`src/rtl/frame_seq_pkg.sv`:
```
// Shared types for the frame sequencer and its helpers.
// State encoding, voxel record layout and memory word width.
package frame_seq_pkg;

  localparam int VOX_COORD_BITS   = 8;
  localparam int VOX_PALETTE_BITS = 8;
  localparam int VOX_RDATA_BITS   =
    3 * VOX_COORD_BITS + VOX_PALETTE_BITS;

  typedef enum logic [3:0] {
    ST_IDLE      = 4'd0,
    ST_FETCH     = 4'd1,
    ST_WAIT_DATA = 4'd2,
    ST_RAST_REQ  = 4'd3,
    ST_RAST_GAP  = 4'd4,
    ST_SHADE_REQ = 4'd5,
    ST_SHADE_GAP = 4'd6,
    ST_READ_ADDR = 4'd7,
    ST_READ_HOLD = 4'd8,
    ST_DONE      = 4'd9
  } frame_state_t;

  typedef struct packed {
    logic [VOX_COORD_BITS-1:0]   x;
    logic [VOX_COORD_BITS-1:0]   y;
    logic [VOX_COORD_BITS-1:0]   z;
    logic [VOX_PALETTE_BITS-1:0] id;
  } voxel_t;

endpackage

```
`src/rtl/raster_scan_counter.sv`:
```
// Row/column raster counter with clear, advance and last flag.
// Wraps to (0,0) when advanced past the final position.
module raster_scan_counter #(
  parameter int ROWS     = 4,
  parameter int COLS     = 4,
  parameter int ROW_BITS = 8,
  parameter int COL_BITS = 8
) (
  input  logic                i_clock,
  input  logic                i_reset_n,
  input  logic                i_clear,
  input  logic                i_advance,
  output logic [ROW_BITS-1:0] o_row,
  output logic [COL_BITS-1:0] o_col,
  output logic                o_last
);

  logic [ROW_BITS-1:0] r_row;
  logic [COL_BITS-1:0] r_col;
  logic                w_col_end;
  logic                w_row_end;

  assign w_col_end = (r_col == COL_BITS'(COLS - 1));
  assign w_row_end = (r_row == ROW_BITS'(ROWS - 1));
  assign o_last    = w_col_end && w_row_end;
  assign o_row     = r_row;
  assign o_col     = r_col;

  always_ff @(posedge i_clock or negedge i_reset_n) begin
    if (!i_reset_n) begin
      r_row <= '0;
      r_col <= '0;
    end else if (i_clear) begin
      r_row <= '0;
      r_col <= '0;
    end else if (i_advance) begin
      if (w_col_end) begin
        r_col <= '0;
        r_row <= w_row_end ? '0 : r_row + 1'b1;
      end else begin
        r_col <= r_col + 1'b1;
      end
    end
  end

endmodule

```
`src/rtl/frame_sequencer.sv`:
```
// Per-frame controller: voxel broadcast, shade pass, raster readout.
// All outputs come from registers or the state register alone.
module frame_sequencer
  import frame_seq_pkg::*;
#(
  parameter int ROWS            = 4,
  parameter int COLS            = 4,
  parameter int ROW_BITS        = 8,
  parameter int COL_BITS        = 8,
  parameter int COORD_BITS      = VOX_COORD_BITS,
  parameter int PALETTE_BITS    = VOX_PALETTE_BITS,
  parameter int PIXEL_BITS      = 8,
  parameter int VOXEL_ADDR_BITS = 10
) (
  input  logic                         clock,
  input  logic                         reset,
  input  logic                         start,
  input  logic [VOXEL_ADDR_BITS:0]     num_voxels,
  output logic                         voxel_rd,
  output logic [VOXEL_ADDR_BITS-1:0]   voxel_addr,
  input  logic [3*COORD_BITS+PALETTE_BITS-1:0] voxel_rdata,
  output logic [COORD_BITS-1:0]        voxel_x,
  output logic [COORD_BITS-1:0]        voxel_y,
  output logic [COORD_BITS-1:0]        voxel_z,
  output logic [PALETTE_BITS-1:0]      voxel_id,
  output logic                         do_rasterize,
  input  logic                         rasterizing_done_all,
  output logic                         do_shade,
  input  logic                         shading_done_all,
  output logic [ROW_BITS-1:0]          row,
  output logic [COL_BITS-1:0]          col,
  input  logic [PIXEL_BITS-1:0]        pixel,
  output logic [PIXEL_BITS-1:0]        pixel_out,
  output logic                         pixel_valid,
  input  logic                         pixel_ready,
  output logic                         busy,
  output logic                         frame_done
);

  localparam int VA = VOXEL_ADDR_BITS;
  localparam logic [VA:0] MAX_VOX = {1'b1, {VA{1'b0}}};

  frame_state_t          r_state;
  logic [VA:0]           r_cnt;
  logic [VA:0]           r_idx;
  logic [COORD_BITS-1:0] r_vx;
  logic [COORD_BITS-1:0] r_vy;
  logic [COORD_BITS-1:0] r_vz;
  logic [PALETTE_BITS-1:0] r_vid;
  logic [PIXEL_BITS-1:0] r_pix;
  logic                  r_pvalid;

  logic [VA:0] w_cnt;
  logic        w_clear;
  logic        w_advance;
  logic        w_last;

  assign w_cnt = (num_voxels > MAX_VOX) ? MAX_VOX : num_voxels;

  assign w_clear   = (r_state == ST_SHADE_GAP)
                   && !shading_done_all;
  assign w_advance = (r_state == ST_READ_HOLD)
                   && pixel_ready;

  raster_scan_counter #(
    .ROWS     (ROWS),
    .COLS     (COLS),
    .ROW_BITS (ROW_BITS),
    .COL_BITS (COL_BITS)
  ) u_scan (
    .i_clock   (clock),
    .i_reset_n (reset),
    .i_clear   (w_clear),
    .i_advance (w_advance),
    .o_row     (row),
    .o_col     (col),
    .o_last    (w_last)
  );

  always_ff @(posedge clock or negedge reset) begin
    if (!reset) begin
      r_state  <= ST_IDLE;
      r_cnt    <= '0;
      r_idx    <= '0;
      r_vx     <= '0;
      r_vy     <= '0;
      r_vz     <= '0;
      r_vid    <= '0;
      r_pix    <= '0;
      r_pvalid <= 1'b0;
    end else begin
      unique case (r_state)
        ST_IDLE: begin
          if (start) begin
            r_cnt   <= w_cnt;
            r_idx   <= '0;
            r_state <= (num_voxels == '0) ?
                       ST_SHADE_REQ : ST_FETCH;
          end
        end
        ST_FETCH: r_state <= ST_WAIT_DATA;
        ST_WAIT_DATA: begin
          {r_vx, r_vy, r_vz, r_vid} <= voxel_rdata;
          r_state <= ST_RAST_REQ;
        end
        ST_RAST_REQ: begin
          if (rasterizing_done_all) begin
            r_idx   <= r_idx + 1'b1;
            r_state <= ST_RAST_GAP;
          end
        end
        // Leaving only once done is low keeps the next request clean.
        ST_RAST_GAP: begin
          if (!rasterizing_done_all)
            r_state <= (r_idx < r_cnt) ?
                       ST_FETCH : ST_SHADE_REQ;
        end
        ST_SHADE_REQ: begin
          if (shading_done_all)
            r_state <= ST_SHADE_GAP;
        end
        ST_SHADE_GAP: begin
          if (!shading_done_all)
            r_state <= ST_READ_ADDR;
        end
        ST_READ_ADDR: begin
          r_pix    <= pixel;
          r_pvalid <= 1'b1;
          r_state  <= ST_READ_HOLD;
        end
        ST_READ_HOLD: begin
          if (pixel_ready) begin
            r_pvalid <= 1'b0;
            r_state  <= w_last ? ST_DONE : ST_READ_ADDR;
          end
        end
        ST_DONE: r_state <= ST_IDLE;
        default: r_state <= ST_IDLE;
      endcase
    end
  end

  assign voxel_rd     = (r_state == ST_FETCH);
  assign voxel_addr   = r_idx[VA-1:0];
  assign voxel_x      = r_vx;
  assign voxel_y      = r_vy;
  assign voxel_z      = r_vz;
  assign voxel_id     = r_vid;
  assign do_rasterize = (r_state == ST_RAST_REQ);
  assign do_shade     = (r_state == ST_SHADE_REQ);
  assign pixel_out    = r_pix;
  assign pixel_valid  = r_pvalid;
  assign busy         = (r_state != ST_IDLE);
  assign frame_done   = (r_state == ST_DONE);

endmodule

```
`config.mk`:
```
export PLATFORM = sky130hd
export DESIGN_NAME = frame_sequencer
export DESIGN_NICKNAME = d
export VERILOG_FILES = /design/src/rtl/frame_seq_pkg.sv /design/src/rtl/raster_scan_counter.sv /design/src/rtl/frame_sequencer.sv
export SDC_FILE = /design/constraint.sdc
export NUM_CORES = 1
export LEC_CHECK = 0
export CAP_MARGIN = 25
export CORE_MARGIN = 2
export CORE_UTILIZATION = 47
export CTS_BUF_LIST = sky130_fd_sc_hd__clkbuf_4 sky130_fd_sc_hd__clkbuf_8 sky130_fd_sc_hd__clkbuf_16
export DETAILED_ROUTE_END_ITERATION = 8
export PLACE_DENSITY = 0.78
export SETUP_SLACK_MARGIN = 0.02
export SYNTH_ARGS = -nofsm -noshare
export SYNTH_HDL_FRONTEND = slang
export SYNTH_SLANG_ARGS = --single-unit
```
`constraint.sdc`:
```
create_clock -name clock -period 2 [get_ports clock]
set_input_delay 0.4 -clock clock [delete_from_list [all_inputs] [get_ports clock]]
set_output_delay 0.4 -clock clock [all_outputs]
set_load 0.01 [all_outputs]
```
==> Word-level counts from Yosys, hierarchy flattened <==
Cells that the tools add are included.
{ "word_totals": {"register_bits": 83, "input_bits": 57, "output_inout_bits": 72, "elab_cells": 72} }
{ "classes": {"addsub": 3, "n_lt_le_gt_ge": 2, "n_eq_ne": 17, "mux": 23, "n_reduce_logical": 16} }
{ "ops": {"columns": ["cell", "n"], "rows": [
  ["two-way mux 8 bit", 7],
  ["one-hot mux 4 bit (9 select lines)", 1],
  ["two-way mux 11 bit", 3],
  ["two-way mux 4 bit", 7],
  ["one-hot mux 11 bit (2 select lines)", 1],
  ["adder 8 x 1 -> 8 bit, second input constant", 2],
  ["equality test 4 x 3 -> 1 bit, second input constant", 4],
  ["equality test 8 x 2 -> 1 bit, second input constant", 2],
  ["adder 11 x 1 -> 11 bit, second input constant", 1],
  ["> comparator 11 bit, second input constant", 1],
  ["logical NOT 11 bit", 1],
  ["< comparator 11 bit", 1],
  ["equality test 4 x 2 -> 1 bit, second input constant", 2],
  ["equality test 4 bit, second input constant", 2],
  ["!= test 2 bit, second input constant", 4],
  ["nonzero test 2 bit", 4],
  ["two-way mux 3 bit", 2],
  ["AND reduction 2 bit", 3],
  ["AND reduction 6 bit", 1],
  ["equality test 4 x 1 -> 1 bit, second input constant", 1],
  ["logical NOT 4 bit", 1],
  ["!= test 2 x 1 -> 1 bit, second input constant", 2],
  ["nonzero test 4 bit", 1],
  ["logical AND 1 bit", 3],
  ["other kinds (4)", 4]
]} }

==> Depth between registers and ports, before layout <==
Gate-level depths: netlist of run 1.
{ "depth": {"depth_word": 5, "mapped_depth": 8, "mapped_depth_nobuf": 7} }

==> Hierarchy <==
Synthesis of run 1 repeated with hierarchy kept, for this count alone.
{ "unflattened": {"hier_cells": 388, "hier_area_um2": 4111.4} }
{ "by_module_without_submodules": {"columns": ["mod", "n_inst", "cells_per_inst", "area_per_inst_um2", "seq_area_each_um2"], "rows": [
  ["frame_sequencer", 1, 301, 3199.3, 1676.6],
  ["raster_scan_counter", 1, 87, 912.1, 400.4]
]} }

==> Worst setup path before layout of run 1 <==
No wires, ideal clock.
{ "synth_path": {"kind": "register to register", "startpoint": "register u_scan.r_col[4], in the netlist u_scan.o_col[4]", "endpoint": "register u_scan.r_row[5], in the netlist u_scan.o_row[5]", "setup_time_ns": 0.130, "arrival_time_ns": 1.655, "required_ns": 1.870, "slack_ns": 0.215, "path_stages_with_launch": 7, "path_buffers": 1, "synth_period_minus_slack_ns": 1.785, "cell_sequence": "dfrtp_1 > or3_4 > nor4_4 > o21bai_2 > buf_6 > o21ai_1 > o31ai_2"} }
{ "synth_via": {"elab_chain_cells": 3} }
{ "synth_rtl": {"columns": ["item", "line", "text"], "rows": [
  ["start, declared", "raster_scan_counter.sv:19", "logic [COL_BITS-1:0] r_col;"],
  ["start signal, assigned", "raster_scan_counter.sv:41", "r_col <= r_col + 1'b1;"],
  ["equality test 8 x 2 -> 1 bit", "raster_scan_counter.sv:23", "assign w_col_end = (r_col == COL_BITS'(COLS - 1));"],
  ["nonzero test 2 bit (no source line)", null, null],
  ["AND reduction 2 bit (no source line)", null, null],
  ["end signal, assigned", "raster_scan_counter.sv:39", "r_row <= w_row_end ? '0 : r_row + 1'b1;"],
  ["end, declared", "raster_scan_counter.sv:18", "logic [ROW_BITS-1:0] r_row;"]
]} }
Every way passes these cells.
A chain may end at the register's enable or synchronous reset.

==> Worst setup path after layout of run 1 <==
{ "layout_path": {"startpoint": "register r_state[1]", "endpoint": "output frame_done"} }
{ "layout_via": {"elab_chain_cells": 1} }
{ "layout_rtl": {"columns": ["item", "line", "text"], "rows": [
  ["start, declared", "frame_sequencer.sv:43", "frame_state_t r_state;"],
  ["start signal, assigned", "frame_sequencer.sv:97", "r_state <= (num_voxels == '0) ?"],
  ["start signal, assigned", "frame_sequencer.sv:115", "r_state <= (r_idx < r_cnt) ?"],
  ["start signal, assigned", "frame_sequencer.sv:134", "r_state <= w_last ? ST_DONE : ST_READ_ADDR;"],
  ["equality test 4 bit", "frame_sequencer.sv:154", "assign frame_done = (r_state == ST_DONE);"],
  ["end, declared", "frame_sequencer.sv:37", "output logic frame_done"]
]} }
Every way passes these cells.

==> results of run 1 <==
==> synthesized netlist by cell type (2+ instances only) <==
master / n / area [µm²]
sky130_fd_sc_hd__nand4bb_1: 2 / 22.5
sky130_fd_sc_hd__a21o_1: 2 / 15.0
sky130_fd_sc_hd__or3_1: 5 / 31.3
sky130_fd_sc_hd__xnor2_1: 5 / 43.8
sky130_fd_sc_hd__and2_1: 2 / 12.5
sky130_fd_sc_hd__a21oi_1: 17 / 85.1
sky130_fd_sc_hd__a311oi_1: 2 / 17.5
sky130_fd_sc_hd__and3_1: 9 / 56.3
sky130_fd_sc_hd__buf_1: 2 / 7.51
sky130_fd_sc_hd__nor3_1: 13 / 65.1
sky130_fd_sc_hd__nor2_1: 17 / 63.8
sky130_fd_sc_hd__clkbuf_1: 3 / 11.3
sky130_fd_sc_hd__o31ai_2: 2 / 25.0
sky130_fd_sc_hd__o2111ai_1: 2 / 17.5
sky130_fd_sc_hd__mux2_2: 40 / 450
sky130_fd_sc_hd__a22o_1: 2 / 17.5
sky130_fd_sc_hd__nand3_1: 12 / 60.1
sky130_fd_sc_hd__buf_4: 10 / 75.1
sky130_fd_sc_hd__nand3b_1: 8 / 60.1
sky130_fd_sc_hd__nand4_1: 3 / 18.8
sky130_fd_sc_hd__o31ai_1: 4 / 30.0
sky130_fd_sc_hd__nor4_1: 2 / 12.5
sky130_fd_sc_hd__inv_1: 16 / 60.1
sky130_fd_sc_hd__or2_2: 2 / 12.5
sky130_fd_sc_hd__nand2b_1: 11 / 68.8
sky130_fd_sc_hd__a211oi_1: 2 / 15.0
sky130_fd_sc_hd__dfrtp_1: 83 / 2080
sky130_fd_sc_hd__o21ai_1: 7 / 35.0
sky130_fd_sc_hd__o21ai_0: 35 / 175
sky130_fd_sc_hd__nand2_1: 21 / 78.8
sky130_fd_sc_hd__buf_2: 9 / 45.0
sky130_fd_sc_hd__ha_1: 13 / 163
==> power breakdown <==
part,switching [mW],internal (mW)
combinational,1.59,2.10
clock,0.640,0.712
sequential,0.318,2.29
==> worst max path at each step <==
stage	depth (start not counted)	slack, ps	from	endpoint
6_report	4	70	r_state[1]$_DFFE_PN0P_	frame_done
3_3_place_gp	6	-110	start	r_state[0]$_DFFE_PN0P_
5_1_grt	4	-7	r_state[1]$_DFFE_PN0P_	frame_done
3_5_place_dp	6	-140	start	r_state[0]$_DFFE_PN0P_
4_1_cts	4	-5	r_state[3]$_DFFE_PN0P_	do_shade
2_1_floorplan	6	220	u_scan.o_col[4]$_DFFE_PN0P_	u_scan.o_row[5]$_DFFE_PN0P_
==> timing repair <==
action / 4_1_cts / 5_1_grt
pin swaps: 1 / 1
setup endpoints to repair: 8 / 11
resized for setup: 10 / 12
buffers inserted: 6 / 1
hold endpoints to repair: 0 / 0
==> cell families (layout without fill, tap and decap cells) <==
family	after synthesis	after routing
flops	83	83
compound gates	83	83
mux	41	41
buf+inv	42	205
simple gates	118	118
fa+ha+maj	13	13
xor+xnor	6	6
==> routing by layer <==
metal	vias up	GRT usage	part of all wire
met4	0	0.0738	0.014
li1	1694	-	-
met1	1715	0.310	0.44
met2	112	0.344	0.49
met5	-	0	0
met3	12	0.0480	0.055
==> cell type report <==
class	instances	area share
multi-input combinational	261	0.317
timing repair buffer	173	0.273
inverter	16	0.00986
clock inverter	7	0.0162
clock buffer	9	0.0203
tap	108	0.0222
sequential	83	0.341
==> registers in the layout (all words and copies together), names as in the netlist <==
name,cells
voxel_id,8
r_state,4
pixel_valid,1
voxel_y,8
voxel_z,8
u_scan.o_row,8
voxel_x,8
r_idx,11
u_scan.o_col,8
r_cnt,11
pixel_out,8
==> per-stage QoR <==
stage | instances | utilization | setup TNS (ps) | worst slack, ps
after floorplan | 386 | - | 0 | 215
after global placement | 634 | 0.666 | -1060 | -115
after detailed placement | 634 | 0.666 | -1610 | -139
after CTS | 656 | 0.698 | -5.34 | -5.34
after global routing | 657 | 0.702 | -7.40 | -7.40
final | 657 | 0.702 | 0 | 73.6
==> cell usage in the layout (no fill, tap or decap), types with 9 or more instances in the layout <==
| master | n |
|---|---|
| sky130_fd_sc_hd__a21oi_1 | 17 |
| sky130_fd_sc_hd__dfrtp_1 | 81 |
| sky130_fd_sc_hd__buf_4 | 40 |
| sky130_fd_sc_hd__nand2_1 | 21 |
| sky130_fd_sc_hd__nand3_1 | 12 |
| sky130_fd_sc_hd__o21ai_0 | 35 |
| sky130_fd_sc_hd__clkdlybuf4s50_1 | 122 |
| sky130_fd_sc_hd__mux2_2 | 40 |
| sky130_fd_sc_hd__nor2_1 | 15 |
| sky130_fd_sc_hd__clkbuf_8 | 9 |
| sky130_fd_sc_hd__inv_1 | 16 |
| sky130_fd_sc_hd__nor3_1 | 12 |
| sky130_fd_sc_hd__ha_1 | 13 |
| sky130_fd_sc_hd__and3_1 | 9 |
==> results_dict.tcl, run 1 <==
set metrics [dict create \
    result_of_the_run "finished, final reports clean" \
    overall_routing_resource_usage 0.221 \
    ys_dominant_reg_cell "sky130_fd_sc_hd__dfrtp_1" \
    start_kind "flop" \
    critPathKind "flop to output pin" \
    timing.critical_path.max_delay_family "flip-flops" \
    final.period_utilization 0.963 \
    placed_wire_length_estimate_um 7550 \
    power-per-cell-area_mw_per_mm2 1260 \
    grt_first_pass_wirelength_um 17400 \
    final_net_count 614 \
    start_util 0.482 \
    ioPinCount 129 \
    worstSetupEndpointType "output pin" \
    clk_pin_slew_ps 90 \
    place.gp.congestion 0.877 \
    drt_first_iter_violations 132 \
    htree_levels 3 \
    finalSetupViolations 0 \
    cp_data_required_time_ps 1600 \
    data_arrival_at_the_endpoint_of_the_critical_path_ps 1530 \
    seqCellArea_mm2 0.00208 \
    overflow 0 \
    syn_area_mm2 0.00418 \
    yosys.area_share.simple 0.163 \
    clock_tree_buffer_depth 2 \
    tightestPinTransition_ps 601 \
    clk-insertion-delay-late_ps 350 \
    die_w_um 98.3 \
    timing.max_slew.rel_slack 0.599 \
    cts_inserted_buffers 9 \
    timing.clock.skew_ps 14.2 \
    critical_path_buf_inv_count 2 \
    drt_pre_antenna_iters 4 \
    number_of_global_route_vias_before_repair 3497 \
    multi_input_area_mm2 0.00193 \
    synth_top_family_by_area "simple AND/OR/NAND/NOR gates" \
    post_route_cell_area_mm2 0.00609 \
    initial_antenna_violation_count 0 \
    grt_start_max_net_pins 45 \
    syn_avg_cell_area_um2 10.8 \
    list_of_cells_traversed_by_the_critical_path "buf_4 -> nand2b_2 -> nor2_2 -> clkdlybuf4s15_1" \
    drv.max_cap_violation_count 0 \
    synth_fa_ha_area_frac 0.0389 \
    synth_edf_count 0 \
    synthesis.nets 456 \
    numPortBuffers 128 \
    synth_compound_gate_area_share 0.125 \
    die-height_um 98.3 \
    detail-route-antenna-nets 0 \
    worstRegToRegCells 7 \
    max-vdd-ir-drop_uv 560 \
    post_dp_cell_area_mm2 0.00578 \
    ys_seq_area_frac 0.497 \
    num_rows 34 \
    wire_per_inst_um 15.8 \
    n_fill_cell 673 \
    synthXorXnorAreaFrac 0.0126 \
    timing.final.max_slew_violations 0 \
    syn_to_final_growth_pct 45.6 \
    r2r_end "r_state[0]$_DFFE_PN0P_" \
    core-area_mm2 0.00868 \
    worst_hold_slack_ps 48.1 \
    holdBufCountCts 0 \
    tritoncts "yes" \
    postSynth.asyncResetShare 1.00 \
    yosysWarnings 0 \
    synth-seq-cells 83 \
    timing.rr.start "r_state[2]$_DFFE_PN0P_" \
    total_length_of_routed_wires_um 10400 \
    cts.sinks 83 \
    slowest_stage "sky130_fd_sc_hd__dfrtp_1" \
    worst_hold_path_type "input port to async pin" \
    max_stage_delay_ps 400 \
    highest_fanout_seen_on_the_critical_path 4 \
    clockRootBuffer "sky130_fd_sc_hd__clkbuf_8" \
    drt_drc_violations_left 0 \
    achievable-frequency_ghz 0.519 \
    antenna-diode-count 0 \
    design.die.area_mm2 0.00967 \
    hold_viol 0 \
    period_needed_ps 1930 \
    routed-via-count 3533 \
    synth.distinct_cells 55 \
    per_cell_via_count_in_the_routed_design 5.38 \
    power_leakage_nw 2.59 \
    number_of_standard_cells_after_synthesis 386 \
    synth.area.mux_share 0.113 \
    power_mw 7.65 \
    ff2ff_setup_slack_ps 90 \
    drive_gt1_frac 0.235 \
]
(Power assumes the default switching activity.)
==> run 2: changes to the inputs <==
Settings changed: ABC_CLOCK_PERIOD_IN_PS set to 2000.
==> results of run 2 <==
Same layout as run 1: the final DEF is identical, and so are final timing and power.
